--- src/rtl/adc_avg_filter_pkg.sv ---
// Shared constants, accumulator sizing and FSM encoding for the ADC
// moving-average conditioner and its downstream consumers.
package adc_avg_filter_pkg;

    localparam int DW             = 12;
    localparam int ADC_FULL_SCALE = 4095;

    typedef enum logic {
        FILL = 1'b0,
        RUN  = 1'b1
    } state_e;

    function automatic int acc_w(input int dw, input int log2n);
        return dw + log2n;
    endfunction

endpackage

--- src/rtl/avg_ring_buf.sv ---
// N-entry sample ring: one write port at wp, combinational read of the
// same slot so the outgoing sample is seen before it is overwritten.
module avg_ring_buf
#(
    parameter int DW     = 12,
    parameter int LOG2_N = 3
) (
    input  logic              clk,
    input  logic              we,
    input  logic [LOG2_N-1:0] wp,
    input  logic [DW-1:0]     wdata,
    output logic [DW-1:0]     rdata
);
    import adc_avg_filter_pkg::*;

    localparam int N = 2 ** LOG2_N;

    logic [DW-1:0] mem_q [N];
    logic [DW-1:0] mem_d [N];

    always_comb begin
        mem_d = mem_q;
        if (we) begin
            mem_d[wp] = wdata;
        end
    end

    // Contents are never read before being written, so no reset.
    always_ff @(posedge clk) begin
        mem_q <= mem_d;
    end

    assign rdata = mem_q[wp];

endmodule

--- src/rtl/adc_avg_filter.sv ---
// Moving average of the last 2**LOG2_N ADC samples with optional
// decimation; drives TR's x/data_valid with a one-cycle pulse.
module adc_avg_filter
#(
    parameter int DW     = 12,
    parameter int LOG2_N = 3,
    parameter int DECIM  = 1
) (
    input  logic          clk,
    input  logic          rst,
    input  logic          adc_valid,
    input  logic [DW-1:0] adc_data,
    input  logic          enable,
    output logic [DW-1:0] x,
    output logic          data_valid,
    output logic          filt_ready
);
    import adc_avg_filter_pkg::*;

    localparam int                AW       = acc_w(DW, LOG2_N);
    localparam int                N        = 2 ** LOG2_N;
    localparam logic [LOG2_N-1:0] LAST     = LOG2_N'(N - 1);
    localparam logic [LOG2_N-1:0] ONE      = LOG2_N'(1);
    localparam logic [7:0]        DEC_LAST = 8'(DECIM - 1);

    state_e            state_q, state_d;
    logic [AW-1:0]     acc_q, acc_d, acc_sum;
    logic [LOG2_N-1:0] wp_q, wp_d;
    logic [LOG2_N-1:0] fill_cnt_q, fill_cnt_d;
    logic [7:0]        dec_cnt_q, dec_cnt_d;
    logic [DW-1:0]     x_q, x_d;
    logic              data_valid_q, data_valid_d;
    logic              filt_ready_q, filt_ready_d;
    logic              ring_we;
    logic [DW-1:0]     old_sample;

    avg_ring_buf #(
        .DW     (DW),
        .LOG2_N (LOG2_N)
    ) u_ring (
        .clk   (clk),
        .we    (ring_we && !rst),
        .wp    (wp_q),
        .wdata (adc_data),
        .rdata (old_sample)
    );

    always_comb begin
        state_d      = state_q;
        acc_d        = acc_q;
        acc_sum      = acc_q;
        wp_d         = wp_q;
        fill_cnt_d   = fill_cnt_q;
        dec_cnt_d    = dec_cnt_q;
        x_d          = x_q;
        data_valid_d = 1'b0;
        filt_ready_d = filt_ready_q;
        ring_we      = 1'b0;

        if (!enable) begin
            // Flush: window restarts, last x stays on the bus.
            state_d      = FILL;
            acc_d        = '0;
            wp_d         = '0;
            fill_cnt_d   = '0;
            dec_cnt_d    = '0;
            filt_ready_d = 1'b0;
        end else if (adc_valid) begin
            ring_we = 1'b1;
            wp_d    = wp_q + ONE;
            unique case (state_q)
                FILL: begin
                    acc_sum    = acc_q + AW'(adc_data);
                    fill_cnt_d = fill_cnt_q + ONE;
                    if (fill_cnt_q == LAST) begin
                        state_d      = RUN;
                        filt_ready_d = 1'b1;
                        dec_cnt_d    = '0;
                        x_d          = DW'(acc_sum >> LOG2_N);
                        data_valid_d = 1'b1;
                    end
                end
                RUN: begin
                    acc_sum = acc_q + AW'(adc_data) - AW'(old_sample);
                    if (dec_cnt_q == DEC_LAST) begin
                        dec_cnt_d    = '0;
                        x_d          = DW'(acc_sum >> LOG2_N);
                        data_valid_d = 1'b1;
                    end else begin
                        dec_cnt_d = dec_cnt_q + 8'd1;
                    end
                end
                default: ;
            endcase
            acc_d = acc_sum;
        end
    end

    always_ff @(posedge clk) begin
        if (rst) begin
            state_q      <= FILL;
            acc_q        <= '0;
            wp_q         <= '0;
            fill_cnt_q   <= '0;
            dec_cnt_q    <= '0;
            x_q          <= '0;
            data_valid_q <= 1'b0;
            filt_ready_q <= 1'b0;
        end else begin
            state_q      <= state_d;
            acc_q        <= acc_d;
            wp_q         <= wp_d;
            fill_cnt_q   <= fill_cnt_d;
            dec_cnt_q    <= dec_cnt_d;
            x_q          <= x_d;
            data_valid_q <= data_valid_d;
            filt_ready_q <= filt_ready_d;
        end
    end

    assign x          = x_q;
    assign data_valid = data_valid_q;
    assign filt_ready = filt_ready_q;

endmodule

--- config.mk ---
export PLATFORM = sky130hd
export DESIGN_NAME = adc_avg_filter
export DESIGN_NICKNAME = d
export VERILOG_FILES = /design/src/rtl/adc_avg_filter_pkg.sv /design/src/rtl/avg_ring_buf.sv /design/src/rtl/adc_avg_filter.sv
export SDC_FILE = /design/constraint.sdc
export NUM_CORES = 1
export LEC_CHECK = 0
export CORE_UTILIZATION = 55
export DETAILED_ROUTE_END_ITERATION = 12
export PLACE_DENSITY = 0.82
export SYNTH_ARGS = -nofsm -noshare
export SYNTH_HDL_FRONTEND = slang
export SYNTH_SLANG_ARGS = --single-unit
--- constraint.sdc ---
create_clock -name clk -period 4.5 [get_ports clk]
set_input_delay 0.9 -clock clk [delete_from_list [all_inputs] [get_ports clk]]
set_output_delay 0.9 -clock clk [all_outputs]
set_load 0.005 [all_outputs]
* Word-level counts from Yosys, hierarchy flattened
Index checks and enable logic that the tools add are counted.
** Operators by class
- Magnitude comparators :: 2
- Multiplexer cells :: 19
- $add $sub $neg :: 5
- Bitwise gates (word level) :: 4
- Reduce and logical (&&, ||, !) cells :: 10
- Eq/ne operators :: 3
** Operators with widths (count)
- 96-bit bitwise mux :: 1
- 12-bit two-way mux :: 5
- 12-bit binary-select mux with 3-bit select :: 1
- 12-bit demux with 3-bit select :: 1
- 15-bit one-hot mux with 2 select lines :: 1
- 12-bit one-hot mux with 2 select lines :: 1
- 8-bit two-way mux :: 2
- 8-bit one-hot mux with 2 select lines :: 1
- 15-bit by 12-bit adder with 15-bit output :: 1
- 15-bit by 12-bit subtractor with 15-bit output :: 1
- 8-bit by 1-bit adder with 8-bit output, second input constant :: 1
- 8-bit zero test :: 1
- 3-bit by 1-bit adder with 3-bit output, second input constant :: 2
- 1-bit two-way mux :: 5
- 4-bit >= comparator, second input constant :: 1
- 4-bit by 1-bit less-than comparator with 1-bit output, second input constant :: 1
- 3-bit NOT with 4-bit output :: 1
- 2-bit AND reduction :: 2
- 4-bit AND reduction :: 1
- 3-bit == test, second input constant :: 1
- 1-bit NOT :: 3
- 3-bit AND reduction :: 1
- 3-bit OR reduction :: 1
- 1-bit logical AND :: 2
- other kinds (5) :: 5
** Word-level totals
- Flip-flop bits (word level) :: 140
- Logic and storage cells :: 59
- Input port bits :: 16

* Logic depth before layout (Yosys ltp)
- Depth in word-level cells :: 7
- Mapped depth :: 17

* Cells and area by module
A second synthesis with hierarchy kept.
** Second synthesis, totals
- Cells, all modules :: 510
- Area, all modules :: 6698.9 µm²
** Modules (own cells, without submodules)
- avg_ring_buf :: cells each 152, seq. area each 2882.8 µm², times used 1, area an instance 3674.8 µm²
- adc_avg_filter :: cells each 358, seq. area each 880.8 µm², times used 1, area an instance 3024.2 µm²

* Worst setup path after synthesis
OpenSTA, ideal clock, no wires.
- Path type :: register to register
- Start :: register wp_q[0]
- End :: register x_q[9] (netlist: x[9])
- Setup time :: 0.134 ns
- Slack :: 0.342 ns
- Stages on the path, launching flop included :: 16
- Data arrival time :: 4.024 ns
- Required time :: 4.366 ns
- Cell sequence :: dfxtp_1 buf_6 buf_1 clkbuf_1 mux4_2 mux2i_1 ha_1 nor2b_1 o21ai_0 a21boi_0 o31ai_2 o211ai_1 and2_1 a311oi_1 xnor2_1 a211oi_1
** Between the ends
- Word-level cells in the longest chain between the ends :: 7
** Ends and longest elaborated chain
- from (decl) :: RTL line adc_avg_filter.sv:28 : logic [LOG2_N-1:0] wp_q, wp_d;
- from (signal assigned) :: RTL line adc_avg_filter.sv:112 : wp_q <= wp_d;
- 3-bit NOT with 4-bit output (not written as such) :: RTL line avg_ring_buf.sv:33 : assign rdata = mem_q[wp];
- 12-bit binary-select mux with 3-bit select :: RTL line avg_ring_buf.sv:33
- 12-bit two-way mux (not written as such) (2 in series) :: RTL line avg_ring_buf.sv:33
- 15-bit by 12-bit subtractor with 15-bit output :: RTL line adc_avg_filter.sv:84 : acc_sum = acc_q + AW'(adc_data) - AW'(old_sample);
- 12-bit two-way mux :: RTL line adc_avg_filter.sv:85 : if (dec_cnt_q == DEC_LAST) begin
- 12-bit one-hot mux with 2 select lines :: RTL line adc_avg_filter.sv:71 : unique case (state_q)
- to (signal assigned) :: RTL line adc_avg_filter.sv:106 : x_q <= '0;
- to (signal assigned) :: RTL line adc_avg_filter.sv:115 : x_q <= x_d;
- to (decl) :: RTL line adc_avg_filter.sv:31 : logic [DW-1:0] x_q, x_d;
No other way between the ends. The select of a mux whose other input is x is not followed.
A chain may end at the register's enable or synchronous reset.

* Worst setup path in the final report
- Start :: input port adc_data[1]
- End :: register acc_q[14]
** Between the ends
- Word-level cells in the longest chain between the ends :: 3
** Ends and longest elaborated chain
- from (decl) :: RTL line adc_avg_filter.sv:12 : input logic [DW-1:0] adc_data,
- 15-bit by 12-bit adder with 15-bit output * :: RTL line adc_avg_filter.sv:73, adc_avg_filter.sv:84
- 15-bit by 12-bit subtractor with 15-bit output :: RTL line adc_avg_filter.sv:84
- 15-bit one-hot mux with 2 select lines * :: RTL line adc_avg_filter.sv:71
- to (signal assigned) :: RTL line adc_avg_filter.sv:102 : acc_q <= '0;
- to (signal assigned) :: RTL line adc_avg_filter.sv:111 : acc_q <= acc_d;
- to (decl) :: RTL line adc_avg_filter.sv:27 : logic [AW-1:0] acc_q, acc_d, acc_sum;
Every way passes the cells marked *; elsewhere a longest branch is shown, timed or not.

==> flow_metrics.py <==
metrics = {
    "critical_path": {
        "criticalPathCategory": "in -> reg",
        "worstSetupStartpointType": "input port",
        "critPathRequiredTime_ps": 4800,
        "endpoint_kind": "flop",
        "crit_path_end": "acc_q[14]$_SDFFE_PP0P_",
        "cp-startpoint": "adc_data[1]",
        "rrSetupSlack_ps": 450,
        "cp.arrival_ps": 4550,
        "worstPathMaxFanout": 4,
        "r2r_end": "acc_q[11]$_SDFFE_PP0P_",
        "r2r-start": "wp_q[0]$_SDFFE_PP0P_",
        "reg2regPathDepth": 13,
    },
    "synth": {
        "synth_ff_type": "edfxtp_1",
        "synth_top_cell_area_share": 0.421,
        "synth_edf_count": 96,
        "postSynthAreaPerCell_um2": 13.0,
        "synth_area_mm2": 0.00684,
        "syn_inst": 526,
        "ys_warn_count": 0,
        "synthTopCellsByArea": "edfxtp_1 42%, dfxtp_1 13%, mux4_2 6.3%, ha_1 4.9%, nor2_1 3.4%",
        "yosysMostFrequentCell": "edfxtp_1",
        "synth_commonest_cells": "96 x edfxtp_1, 62 x nor2_1, 44 x dfxtp_1",
        "yosys_register_bits": 140,
        "ys_types": 67,
        "yosys.area.top_type": "edfxtp_1",
        "yosysSeqAreaShare": 0.550,
        "async_flop_share": 0,
        "synth_fp_nets": 571,
    },
    "placed_design": {
        "gp_congestion": 0.865,
        "io_buffer_count": 29,
        "hpwlAfterDp_mm": 10.1,
        "preCtsSetupSlack_ps": -418,
    },
    "timing": {
        "fin_skew_ps": 9.23,
        "fin_crit_sh": 0.944,
        "slew_viol_final": 0,
        "final-hold-violation-count": 0,
        "max_freq_mhz": 235,
        "finalSetupViolations": 0,
        "layout_setup_ws_ps": 252,
        "slew_headroom": 0.366,
        "min_period_ps": 4250,
        "worst_slew_pin_slew_ps": 950,
    },
    "clock_tree": {
        "cts.sinks": 140,
        "cts_buffers": 17,
        "htreeDepth": 4,
        "root_buffer": "clkbuf_16",
        "cts_tree": "built",
        "clk_pin_slew_ps": 60,
        "cts.path.max_buffers": 2,
        "insertion_delay_ps": 420,
    },
    "min_path": {
        "min_path_type": "reg -> reg",
    },
    "grt": {
        "grt_pass1_vias": 4734,
        "grt_usage": 0.256,
        "antenna_found_initial": 0,
        "grt_max_degree": 35,
        "globalRoute.totalOverflow": 0,
        "grt_pass1_wl_mm": 24.2,
    },
    "floorplan": {
        "die_w_um": 114,
        "fp.dieH_um": 114,
        "core_area_mm2": 0.0121,
        "fp-row-count": 40,
        "ios": 30,
        "initial_utilization": 0.567,
        "die_area_mm2": 0.0129,
    },
    "detailed_routing": {
        "via_per_inst": 5.83,
        "dr.pass1.iters": 4,
        "dr_total_vias": 4588,
        "initialDrtViolationCount": 288,
        "route.met2.wl_mm": 7.60,
        "wl_per_cell_um": 19.1,
        "antenna_left": 0,
        "wl_met3_um": 811,
        "drc": 0,
        "wl_met1_mm": 6.38,
        "top_layer": "met4",
        "routed_wl_mm": 15.0,
    },
    "finish": {
        "syn_to_final_growth_pct": 21.0,
        "diodes": 0,
        "fin_nets": 651,
        "fill_cells": 800,
        "final_util": 0.687,
        "drive_gt1_frac": 0.194,
    },
    "power_and_ir_drop": {
        "leakagePower_nw": 2.94,
        "p_per_area_mw_per_mm2": 389,
        "peakVddDrop_uv": 358,
    },
    "status": {
        "outcome": "finished, final reports clean",
    },
    "job": {
        "drv_cap": 0,
    },
}
-- metal layers --
| layer | track usage | up-vias |
|---|---|---|
| met3 | 0.0654 | 18 |
| li1 | - | 2178 |
| met5 | 0 | - |
| met2 | 0.435 | 128 |
| met1 | 0.319 | 2264 |
| met4 | 0.0912 | 0 |
-- layout make-up --
class	instances	area [µm²]	area share
clock inverter	13	165	0.0199
inverter	10	37.5	0.00453
timing repair buffer	85	713	0.0861
tap	168	210	0.0254
sequential	140	3760	0.454
multi-input combinational	352	2960	0.357
clock buffer	19	433	0.0523
-- registers in the layout, summed over array words and instances (netlist names) --
signal,flops
u_ring.mem_q,96
acc_q,15
x,12
dec_cnt_q,8
fill_cnt_q,3
wp_q,3
data_valid,1
filt_ready,1
state_q,1
-- metrics by stage --
| step | instances | cell area, µm² | hold WS [ps] | TNS, ps | power, mW |
|---|---|---|---|---|---|
| 2_1_floorplan | 526 | 6840 | 460 | 0 | 1.68 |
| 3_3_place_gp | 754 | 7660 | 459 | -1060 | 1.80 |
| 3_5_place_dp | 754 | 7660 | 487 | -3170 | 1.82 |
| 4_1_cts | 786 | 8270 | 495 | 0 | 3.24 |
| 5_1_grt | 787 | 8280 | 514 | -27.3 | 3.34 |
| 6_report | 787 | 8280 | 485 | 0 | 3.23 |
-- where the power goes --
group	switching [mW]	leakage, nW	total, mW	internal, mW
registers	0.00915	1.22	1.39	1.39
logic	0.214	1.43	0.410	0.196
clock network	0.546	0.284	1.42	0.875
total	0.769	2.94	3.23	2.46
-- cell families (layout without fill, tap and decap cells) --
| kind of cell | after synthesis | after routing | share of synthesized area |
|---|---|---|---|
| AO/OA/AOI/OAI | 97 | 97 | 0.102 |
| multiplexers | 48 | 48 | 0.120 |
| adder cells (fa/ha/maj) | 30 | 30 | 0.0569 |
| buffers and inverters | 34 | 127 | 0.0207 |
| flip-flops | 140 | 140 | 0.550 |
| AND/OR/NAND/NOR | 148 | 148 | 0.109 |
| XOR/XNOR | 29 | 29 | 0.0413 |
-- layout by cell type, fill, tap and decap left out, types with 17 or more instances in the layout --
cell type        netlist  routed
clkbuf_16              0      17
buf_4                  1      56
edfxtp_1              96      96
a21oi_1               17      17
ha_1                  27      27
clkdlybuf4s50_1        0      28
mux2i_1               20      20
a211oi_1              23      22
mux4_2                19      19
nor2_1                62      62
dfxtp_1               44      44
-- critical path, cell delays in order --
cell and delay, ps:
clkdlybuf4s50_1 480, ha_1 360, a211oi_2 280, o21bai_1 150, a311o_1 360, a31o_2 270, xor2_1 160, ha_1 310
and2_1 180, nor2_1 120, o21ai_0 110, a211oi_1 220, o31ai_1 140, o211ai_1 200, buf_4 160, a211o_1 110
nand3_1 60
-- worst min-delay path by stage --
stage	startpoint	end	cells after the start
after floorplan	filt_ready$_SDFFE_PP0P_	filt_ready$_SDFFE_PP0P_	2
after global placement	filt_ready$_SDFFE_PP0P_	filt_ready$_SDFFE_PP0P_	2
after detailed placement	filt_ready$_SDFFE_PP0P_	filt_ready$_SDFFE_PP0P_	2
after CTS	acc_q[8]$_SDFFE_PP0P_	acc_q[8]$_SDFFE_PP0P_	2
after global routing	filt_ready$_SDFFE_PP0P_	filt_ready$_SDFFE_PP0P_	2
final	filt_ready$_SDFFE_PP0P_	filt_ready$_SDFFE_PP0P_	2
-- timing repair --
| action | in CTS | in global routing |
|---|---|---|
| gates resized for setup | 1 | 3 |
| setup endpoints to repair | 1 | 14 |
| pin swaps | 0 | 1 |
| hold buffers | 0 | 0 |
| buffers inserted | 0 | 1 |
Power figures use the tool's default switching activity.
